`src/rtl/load_store_unit_if.sv`:
```
// Memory-side request/grant/rvalid bus between the load/store unit (master) and data memory (slave).
interface load_store_unit_if #(parameter int DATA_WIDTH = 32);
  logic                    mem_req;
  logic                    mem_we;
  logic [DATA_WIDTH-1:0]   mem_addr;
  logic [3:0]              mem_be;
  logic [DATA_WIDTH-1:0]   mem_wdata;
  logic                    mem_gnt;
  logic                    mem_rvalid;
  logic [DATA_WIDTH-1:0]   mem_rdata;

  modport master (
    output mem_req, mem_we, mem_addr, mem_be, mem_wdata,
    input  mem_gnt, mem_rvalid, mem_rdata
  );

  modport slave (
    input  mem_req, mem_we, mem_addr, mem_be, mem_wdata,
    output mem_gnt, mem_rvalid, mem_rdata
  );
endinterface

```
`src/rtl/load_store_unit.sv`:
```
// RV32 byte/half/word load-store sequencer; store done 2 cycles, load 3, fault 1 after accept (minimum).
// Holds mem_req until mem_gnt and waits for mem_rvalid indefinitely; busy stalls the pipeline meanwhile.
module load_store_unit #(
  parameter int DATA_WIDTH = 32
) (
  input  logic                  clk,
  input  logic                  rst,
  input  logic                  start,
  input  logic                  MemWrite,
  input  logic [2:0]            funct3,
  input  logic [DATA_WIDTH-1:0] ALUResult,
  input  logic [DATA_WIDTH-1:0] WriteData,
  output logic [DATA_WIDTH-1:0] ReadData,
  output logic                  done,
  output logic                  busy,
  output logic                  fault,
  load_store_unit_if.master     mem
);

  typedef enum logic [1:0] {IDLE, REQ, WAIT, DONE} state_t;

  state_t      state, state_nxt;
  logic [2:0]  f3_q;
  logic [1:0]  off_q;
  logic        bad;
  logic [3:0]  be_in;
  logic [31:0] wdata_in;
  logic [7:0]  lane_byte;
  logic [15:0] lane_half;
  logic [31:0] load_val;

  // Decode of the incoming request: byte enables, replicated store data, fault.
  always_comb begin
    bad      = 1'b0;
    be_in    = 4'b0000;
    wdata_in = WriteData;
    case (funct3)
      3'b000, 3'b100: begin
        be_in    = 4'b0001 << ALUResult[1:0];
        wdata_in = {4{WriteData[7:0]}};
        bad      = MemWrite & funct3[2];
      end
      3'b001, 3'b101: begin
        be_in    = ALUResult[1] ? 4'b1100 : 4'b0011;
        wdata_in = {2{WriteData[15:0]}};
        bad      = ALUResult[0] | (MemWrite & funct3[2]);
      end
      3'b010: begin
        be_in = 4'b1111;
        bad   = |ALUResult[1:0];
      end
      default: bad = 1'b1;
    endcase
  end

  always_comb begin
    lane_byte = mem.mem_rdata[7:0];
    case (off_q)
      2'd1:    lane_byte = mem.mem_rdata[15:8];
      2'd2:    lane_byte = mem.mem_rdata[23:16];
      2'd3:    lane_byte = mem.mem_rdata[31:24];
      default: lane_byte = mem.mem_rdata[7:0];
    endcase
    lane_half = off_q[1] ? mem.mem_rdata[31:16] : mem.mem_rdata[15:0];
    case (f3_q)
      3'b000:  load_val = {{24{lane_byte[7]}}, lane_byte};
      3'b100:  load_val = {24'h0, lane_byte};
      3'b001:  load_val = {{16{lane_half[15]}}, lane_half};
      3'b101:  load_val = {16'h0, lane_half};
      default: load_val = mem.mem_rdata;
    endcase
  end

  always_comb begin
    state_nxt   = state;
    mem.mem_req = 1'b0;
    done        = 1'b0;
    busy        = 1'b1;
    case (state)
      IDLE: begin
        busy = 1'b0;
        if (start) state_nxt = bad ? DONE : REQ;
      end
      REQ: begin
        mem.mem_req = 1'b1;
        if (mem.mem_gnt) state_nxt = mem.mem_we ? DONE : WAIT;
      end
      WAIT: if (mem.mem_rvalid) state_nxt = DONE;
      DONE: begin
        done      = 1'b1;
        state_nxt = IDLE;
      end
      default: state_nxt = IDLE;
    endcase
  end

  always_ff @(posedge clk) begin
    if (rst) begin
      state         <= IDLE;
      ReadData      <= '0;
      fault         <= 1'b0;
      f3_q          <= 3'b000;
      off_q         <= 2'b00;
      mem.mem_we    <= 1'b0;
      mem.mem_addr  <= '0;
      mem.mem_be    <= 4'b0000;
      mem.mem_wdata <= '0;
    end else begin
      state <= state_nxt;
      if (state == IDLE && start) begin
        f3_q          <= funct3;
        off_q         <= ALUResult[1:0];
        fault         <= bad;
        mem.mem_we    <= MemWrite;
        mem.mem_addr  <= {ALUResult[31:2], 2'b00};
        mem.mem_be    <= be_in;
        mem.mem_wdata <= wdata_in;
      end
      if (state == WAIT && mem.mem_rvalid) ReadData <= load_val;
    end
  end

endmodule

```
`src/flat_wrapper.sv`:
```
// flat-port wrapper written by rule: the top's interface ports become plain ports
module load_store_unit_flat 
#(
  parameter int DATA_WIDTH = 32
)
  (clk, rst, start, MemWrite, funct3, ALUResult, WriteData, ReadData, done, busy, fault, mem_mem_req, mem_mem_we, mem_mem_addr, mem_mem_be, mem_mem_wdata, mem_mem_gnt, mem_mem_rvalid, mem_mem_rdata);
  load_store_unit_if #(.DATA_WIDTH(DATA_WIDTH)) mem_i ();
  input  logic clk;
  input  logic rst;
  input  logic start;
  input  logic MemWrite;
  input  logic [2:0] funct3;
  input  logic [DATA_WIDTH-1:0] ALUResult;
  input  logic [DATA_WIDTH-1:0] WriteData;
  output logic [DATA_WIDTH-1:0] ReadData;
  output logic done;
  output logic busy;
  output logic fault;
  output wire logic [$bits(mem_i.mem_req)-1:0] mem_mem_req;
  output wire logic [$bits(mem_i.mem_we)-1:0] mem_mem_we;
  output wire logic [$bits(mem_i.mem_addr)-1:0] mem_mem_addr;
  output wire logic [$bits(mem_i.mem_be)-1:0] mem_mem_be;
  output wire logic [$bits(mem_i.mem_wdata)-1:0] mem_mem_wdata;
  input wire logic [$bits(mem_i.mem_gnt)-1:0] mem_mem_gnt;
  input wire logic [$bits(mem_i.mem_rvalid)-1:0] mem_mem_rvalid;
  input wire logic [$bits(mem_i.mem_rdata)-1:0] mem_mem_rdata;
  assign mem_mem_req = mem_i.mem_req;
  assign mem_mem_we = mem_i.mem_we;
  assign mem_mem_addr = mem_i.mem_addr;
  assign mem_mem_be = mem_i.mem_be;
  assign mem_mem_wdata = mem_i.mem_wdata;
  assign mem_i.mem_gnt = mem_mem_gnt;
  assign mem_i.mem_rvalid = mem_mem_rvalid;
  assign mem_i.mem_rdata = mem_mem_rdata;
  load_store_unit #(.DATA_WIDTH(DATA_WIDTH)) u_core (.clk(clk), .rst(rst), .start(start), .MemWrite(MemWrite), .funct3(funct3), .ALUResult(ALUResult), .WriteData(WriteData), .ReadData(ReadData), .done(done), .busy(busy), .fault(fault), .mem(mem_i));
endmodule
```
`config.mk`:
```
export PLATFORM = sky130hd
export DESIGN_NAME = load_store_unit_flat
export DESIGN_NICKNAME = d
export VERILOG_FILES = /design/src/rtl/load_store_unit_if.sv /design/src/rtl/load_store_unit.sv /design/src/flat_wrapper.sv
export SDC_FILE = /design/constraint.sdc
export NUM_CORES = 1
export LEC_CHECK = 0
export CAP_MARGIN = 20
export CORE_ASPECT_RATIO = 0.7
export CORE_MARGIN = 5
export CORE_UTILIZATION = 38
export CTS_CLUSTER_DIAMETER = 40
export DETAILED_ROUTE_END_ITERATION = 8
export GPL_TIMING_DRIVEN = 0
export PLACE_DENSITY = 0.76
export RECOVER_POWER = 50
export SYNTH_ARGS = -nofsm -noshare
export SYNTH_HDL_FRONTEND = slang
export SYNTH_SLANG_ARGS = --single-unit
export TNS_END_PERCENT = 10
```
`constraint.sdc`:
```
create_clock -name clk -period 2 [get_ports clk]
set_clock_uncertainty 0.2 [all_clocks]
set_input_delay 0.4 -clock clk [delete_from_list [all_inputs] [get_ports clk]]
set_output_delay 0.4 -clock clk [all_outputs]
set_load 0.02 [all_outputs]
```
==> results of run 1 <==
-- cells in the final DEF, fill, tap and decap left out, drive strengths merged, types with 3 or more instances in the layout --
cell,Yosys,layout
clkdlybuf4s50,0,200
nand3b,3,3
a211oi,39,39
clkbuf,30,46
nor2b,3,3
a31oi,5,5
nand3,6,6
o21a,4,4
inv,11,14
nand2,134,134
a21oi,78,78
buf,20,21
ha,5,5
nor3,6,6
a311oi,9,9
a31o,3,3
nor2,57,57
a21boi,7,7
dfxtp,107,107
o21ai,28,28
mux2i,26,26
-- metrics by stage --
stage               utilization [%]  worst slack [ps]
global route                   60.0             -93.8
CTS                            59.7              -140
global placement               57.1              -487
detailed placement             57.1              -511
floorplan                         -               135
finish                         60.0              52.0
-- registers in the layout (all words and copies together) (netlist names) --
register / count
u_core.mem.mem_wdata: 32
u_core.off_q: 2
u_core.state: 2
u_core.mem.mem_addr: 30
u_core.mem.mem_we: 1
u_core.mem.mem_be: 4
u_core.f3_q: 3
u_core.fault: 1
u_core.ReadData: 32
-- Yosys cell counts, types with 2 or more instances --
library cell,number,share of area [%]
a211oi_1,22,3.4
a211oi_2,17,4.4
a21boi_0,7,1.1
a21oi_1,78,8.1
a221oi_1,2,0.36
a311oi_1,9,1.6
a31o_1,3,0.54
a31oi_1,5,0.65
and2_1,2,0.26
buf_1,3,0.23
buf_2,14,1.5
buf_4,2,0.31
clkbuf_1,30,2.3
dfxtp_1,107,44
ha_1,5,1.3
inv_1,10,0.78
mux2i_1,26,5.4
nand2_1,133,10
nand3_1,6,0.62
nand3b_1,3,0.47
nor2_1,57,4.4
nor2b_1,3,0.39
nor3_1,6,0.62
o21a_1,4,0.62
o21ai_0,26,2.7
o21ai_1,2,0.21
-- cell families (layout without fill, tap and decap cells) --
| logic type | count (synthesis) | after routing | share of synthesized area (%) |
|---|---|---|---|
| AND/OR/NAND/NOR | 214 | 214 | 17.6 |
| AO/OA/AOI/OAI | 183 | 183 | 25.3 |
| flip-flops | 107 | 107 | 44.4 |
| buffers and inverters | 61 | 285 | 5.42 |
| multiplexers | 27 | 27 | 5.86 |
| adder cells (fa/ha/maj) | 5 | 5 | 1.30 |
| other | 1 | 2 | 0.0777 |
-- repair_timing --
item,in CTS,in global routing
endpoints found under the setup margin,87,106
pin swaps,0,2
buffers inserted,0,3
endpoints found under the hold margin,0,0
gates cloned,0,0
gates resized for setup,16,31
-- cell type report --
cell class | instances | share of cell area (%)
clock buffers | 11 | 3.26
repair buffers | 208 | 27.6
multi-input cells | 431 | 32.8
inverters | 11 | 0.554
flip-flops and latches | 107 | 28.8
well taps | 162 | 2.72
plain buffers | 50 | 3.34
clock inverters | 5 | 0.923
-- power by group through the flow --
stage	clock (mW)	combinational [mW]	sequential [mW]
finish	1.88	3.69	2.88
global route	2.00	3.97	2.93
CTS	1.92	3.63	2.87
detailed placement	0	3.61	2.91
global placement	0	3.53	2.89
floorplan	0	1.49	3.38
-- layer usage --
metal | up-vias | global-route usage (%) | routed length [µm]
met5 | - | 0 | 0
met4 | 0 | 5.66 | 284
met3 | 25 | 8.50 | 2040
met2 | 237 | 35.8 | 7940
met1 | 2397 | 31.8 | 7880
li1 | 2519 | - | -
-- worst min path at each step --
| stage | endpoint | slack (ps) | cells after the start |
|---|---|---|---|
| finish | u_core.f3_q[1]$_SDFFE_PP0P_ | 250 | 3 |
| global route | u_core.mem.mem_addr[6]$_SDFFE_PP0P_ | 280 | 2 |
| CTS | u_core.f3_q[1]$_SDFFE_PP0P_ | 240 | 3 |
| detailed placement | u_core.mem.mem_addr[30]$_SDFFE_PP0P_ | 250 | 2 |
| global placement | u_core.mem.mem_addr[19]$_SDFFE_PP0P_ | 240 | 2 |
| floorplan | u_core.f3_q[2]$_SDFFE_PP0P_ | 240 | 2 |
==> flow_summary.json, run 1 <==
{
  "period_needed_ps": 1950,
  "fp-row-count": 34,
  "stdcell_area_um2": 7460,
  "drtIter0Drc": 311,
  "yosysWarningCount": 0,
  "yosysSeqAreaShare_pct": 44.4,
  "cp.arrival_ps": 1350,
  "power_frac_clock_pct": 22.2,
  "dp_cells": 966,
  "ant_nets": 0,
  "drive_above_1_share_pct": 9.48,
  "drc_errors": 0,
  "initial_core_util_pct": 38.9,
  "cp.required_ps": 1400,
  "grt_pass1_wl_mm": 28.1,
  "ys_ff_latch": 107,
  "cp_top_family": "buffers and inverters",
  "cellLeakagePower_nw": 2.74,
  "synth_cells": 598,
  "internal-power_mw": 5.22,
  "path_class": "reg -> out",
  "worstReg2RegEnd": "u_core.ReadData[22]$_SDFFE_PP0P_",
  "overflow": 0,
  "stdcell_count": 985,
  "startpoint_type": "flip-flop",
  "hp-class": "in -> reg",
  "maxCapViolCount": 0,
  "max_stage_delay_ps": 620,
  "cts_tree": "done",
  "finalHoldViolCount": 0,
  "final_nets": 928,
  "tns_ps": 0,
  "via_count": 5178,
  "gr-usage-all-layers_pct": 23.5,
  "hold_path_startpoint": "funct3[1]",
  "antenna_found_initial": 0,
  "die_h_um": 104,
  "drv_slew": 0,
  "fillers": 1135,
  "clockRootBuffer": "clkbuf_16",
  "htree_levels": 3,
  "clk_pin_slew_ps": 70,
  "port_buffers": 205,
  "core_um2": 12400,
  "clock_latency_ps": 350,
  "power_frac_seq_pct": 34.1,
  "cts_buffers": 9,
  "ys.flop_type": "dfxtp_1",
  "cp.depth": 1,
  "area_growth_pct": 54.4,
  "sw_frac_of_total_pct": 38.1,
  "startpoint": "u_core.ReadData[5]$_SDFFE_PP0P_",
  "endpoint": "ReadData[5]",
  "endpoint_kind": "output pin",
  "clock.fmax_ghz": 0.513,
  "wire_per_inst_um": 18.4,
  "timing.hold.ws_ps": 251,
  "placed_cell_area_um2": 7090,
  "power_mw": 8.44,
  "worstRegToRegCells": 7,
  "finalCritPeriodShare_pct": 97.4,
  "vdd_ir_drop_max_uv": 564,
  "setup_violations": 0,
  "holdBufCountCts": 0,
  "cts.sinks": 107,
  "grt_max_degree": 19,
  "dp_hpwl_mm": 14.2,
  "crit_chain": "clkdlybuf4s50_1",
  "netSwitchingPower_mw": 3.22,
  "routed_via_density": 5.26,
  "relSlewSlack_pct": 56.4,
  "status": "finished clean",
  "crit_slowest_cell": "clkdlybuf4s50_1",
  "worst_pin_slew_ps": 654,
  "gp_congestion": 0.941,
  "rsz0062_at_grt": "yes",
  "multi_input_area_um2": 2450,
  "synthesis.area_um2": 4830,
  "syn_avg_cell_area_um2": 8.07,
  "final-seq-area_um2": 2140,
  "insertedDiodeCount": 0,
  "drt_first_pass_iters": 4,
  "clockBufferDepth": 2,
  "ios": 210,
  "grt_pass1_vias": 5169,
  "ys_types": 42,
  "die-area_um2": 15100,
  "die_x_um": 145,
  "synth_edf_count": 0,
  "p_per_area_nw_per_um2": 1130,
  "path_buf_inv": 1,
  "r2r_setup_slack_ps": 50,
  "ys_async_sr_fraction_pct": 0,
  "combPwrFrac_pct": 43.7,
  "worstPathMaxFanout": 2,
  "r2r_start": "u_core.state[0]$_SDFFE_PP0P_",
  "finalWirelength_mm": 18.1
}
Power figures use the tool's default switching activity.
==> run 2, diff against run 1 <==
- GPL_TIMING_DRIVEN: 0 -> not set
==> flow_summary.json, run 2 (synthesis results as in run 1) <==
{
  "power_mw": 8.37,
  "ios": 210,
  "final_cell_mix": "clkdlybuf4s50_1 (197), nand2_1 (132), dfxtp_1 (106)",
  "finalWirelength_mm": 16.8,
  "cp.depth": 5,
  "clockRootBuffer": "clkbuf_16",
  "rsz0062_at_grt": "yes",
  "crit_chain": "dlygate4sd3_1 > mux4_2 > nand2_1 > a41o_2 > a211oi_2",
  "die-area_um2": 15100,
  "antenna_found_initial": 0,
  "hold_path_startpoint": "rst",
  "initial_core_util_pct": 38.9,
  "cp.required_ps": 2030,
  "dr.max_layer_used": "met4",
  "dp_hpwl_mm": 12.8,
  "tns_ps": 0,
  "fp-row-count": 34,
  "worstReg2RegEnd": "u_core.ReadData[24]$_SDFFE_PP0P_",
  "clk_pin_slew_ps": 70,
  "clock_latency_ps": 340,
  "status": "finished clean",
  "wl_met3_mm": 1.83,
  "grt_max_degree": 52,
  "drtIter0Drc": 289,
  "wire_per_inst_um": 17.2,
  "r2r_setup_slack_ps": 100,
  "drv_slew": 0,
  "path_buf_inv": 1,
  "final_common_cell": "clkdlybuf4s50_1",
  "gr-usage-all-layers_pct": 21.5,
  "cts.sinks": 107,
  "path_class": "in -> reg",
  "finalHoldViolCount": 0,
  "period_needed_ps": 1970,
  "timing.hold.ws_ps": 224,
  "hp-class": "in -> reg",
  "crit_slowest_cell": "dlygate4sd3_1",
  "reg_top3": "u_core.ReadData: 32 flops, u_core.mem.mem_wdata: 32 flops, u_core.mem.mem_addr: 30 flops",
  "core_um2": 12400,
  "port_buffers": 207,
  "grt_pass1_vias": 5056,
  "ant_nets": 0,
  "cellLeakagePower_nw": 2.79,
  "drc_errors": 0,
  "met1_length_mm": 7.00,
  "drive_above_1_share_pct": 10.6,
  "routed_via_density": 5.28,
  "via_count": 5157,
  "cts_setup_buffers": 0,
  "holdPathEnd": "u_core.fault$_SDFFE_PP0P_",
  "min_path_cells": 2,
  "worstRegToRegCells": 6,
  "cp.arrival_ps": 2000,
  "insertedDiodeCount": 0,
  "clock.fmax_ghz": 0.507,
  "maxCapViolCount": 0,
  "drt_first_pass_iters": 5,
  "grt_pass1_wl_mm": 26.1,
  "endpoint_kind": "flip-flop",
  "vdd_ir_drop_max_uv": 627,
  "die_h_um": 104,
  "startpoint_type": "input port",
  "max_stage_delay_ps": 620,
  "cts_tree": "done",
  "cp_top_family": "buffers and inverters",
  "worstPathMaxFanout": 8,
  "overflow": 0,
  "htree_levels": 3,
  "holdBufCountCts": 0,
  "die_x_um": 145,
  "clockBufferDepth": 2,
  "gp_congestion": 0.895,
  "route.met2.wl_mm": 7.58,
  "r2r_start": "u_core.off_q[1]$_SDFFE_PP0P_",
  "cts_buffers": 9,
  "p_per_area_nw_per_um2": 1110,
  "area_growth_pct": 56.2,
  "fillers": 1072,
  "final_nets": 919,
  "setup_violations": 0,
  "finalCritPeriodShare_pct": 98.7
}
[run 2: how the worst max path moves through the flow]
stage,from,to
after floorplan,u_core.state[0]$_SDFFE_PP0P_,u_core.ReadData[10]$_SDFFE_PP0P_
after global placement,mem_mem_rdata[23],u_core.ReadData[15]$_SDFFE_PP0P_
after detailed placement,mem_mem_rdata[23],u_core.ReadData[12]$_SDFFE_PP0P_
after CTS,u_core.state[1]$_SDFFE_PP0P_,mem_mem_req
after global routing,u_core.state[1]$_SDFFE_PP0P_,mem_mem_req
final,mem_mem_rdata[23],u_core.ReadData[12]$_SDFFE_PP0P_
[run 2: area by class of cell]
cell class | count | area, µm² | area share (%)
clock buffers | 11 | 253 | 3.35
well taps | 162 | 203 | 2.69
repair buffers | 249 | 2420 | 32.1
multi-input cells | 431 | 2440 | 32.3
inverters | 11 | 41.3 | 0.547
clock inverters | 5 | 43.8 | 0.581
flip-flops and latches | 107 | 2140 | 28.4
[run 2: worst reg2reg max path: stages, from the launching register on]
cell and delay [ps]:
dfxtp_1 350, clkbuf_2 230, mux2i_1 380, o22ai_2 140, nand2_2 80, buf_2 270, a211oi_2 120
[run 2: through the flow]
stage / cells / utilization [%] / area, µm² / setup WS, ps
global placement: 960 / 58.6 / 7280 / -172
CTS: 976 / 61.0 / 7580 / 2.41
finish: 976 / 60.7 / 7540 / 26.6
detailed placement: 960 / 58.6 / 7280 / -195
floorplan: 599 / - / 4830 / 135
global route: 976 / 60.7 / 7540 / -34.9
[run 2: routing by layer]
layer / up-vias / track usage [%]
li1: 2488 / -
met1: 2394 / 27.1
met2: 238 / 34.2
met3: 37 / 8.00
met4: 0 / 6.19
met5: - / 0
[run 2: power by group]
part | switching (mW) | internal, mW
sequential | 0.276 | 2.59
combinational | 2.05 | 1.68
clock | 0.840 | 0.932
[run 2: timing repair]
item,CTS,global route
setup endpoints to repair,4,19
resized for setup,6,12
endpoints found under the hold margin,0,0
pin swaps,0,1
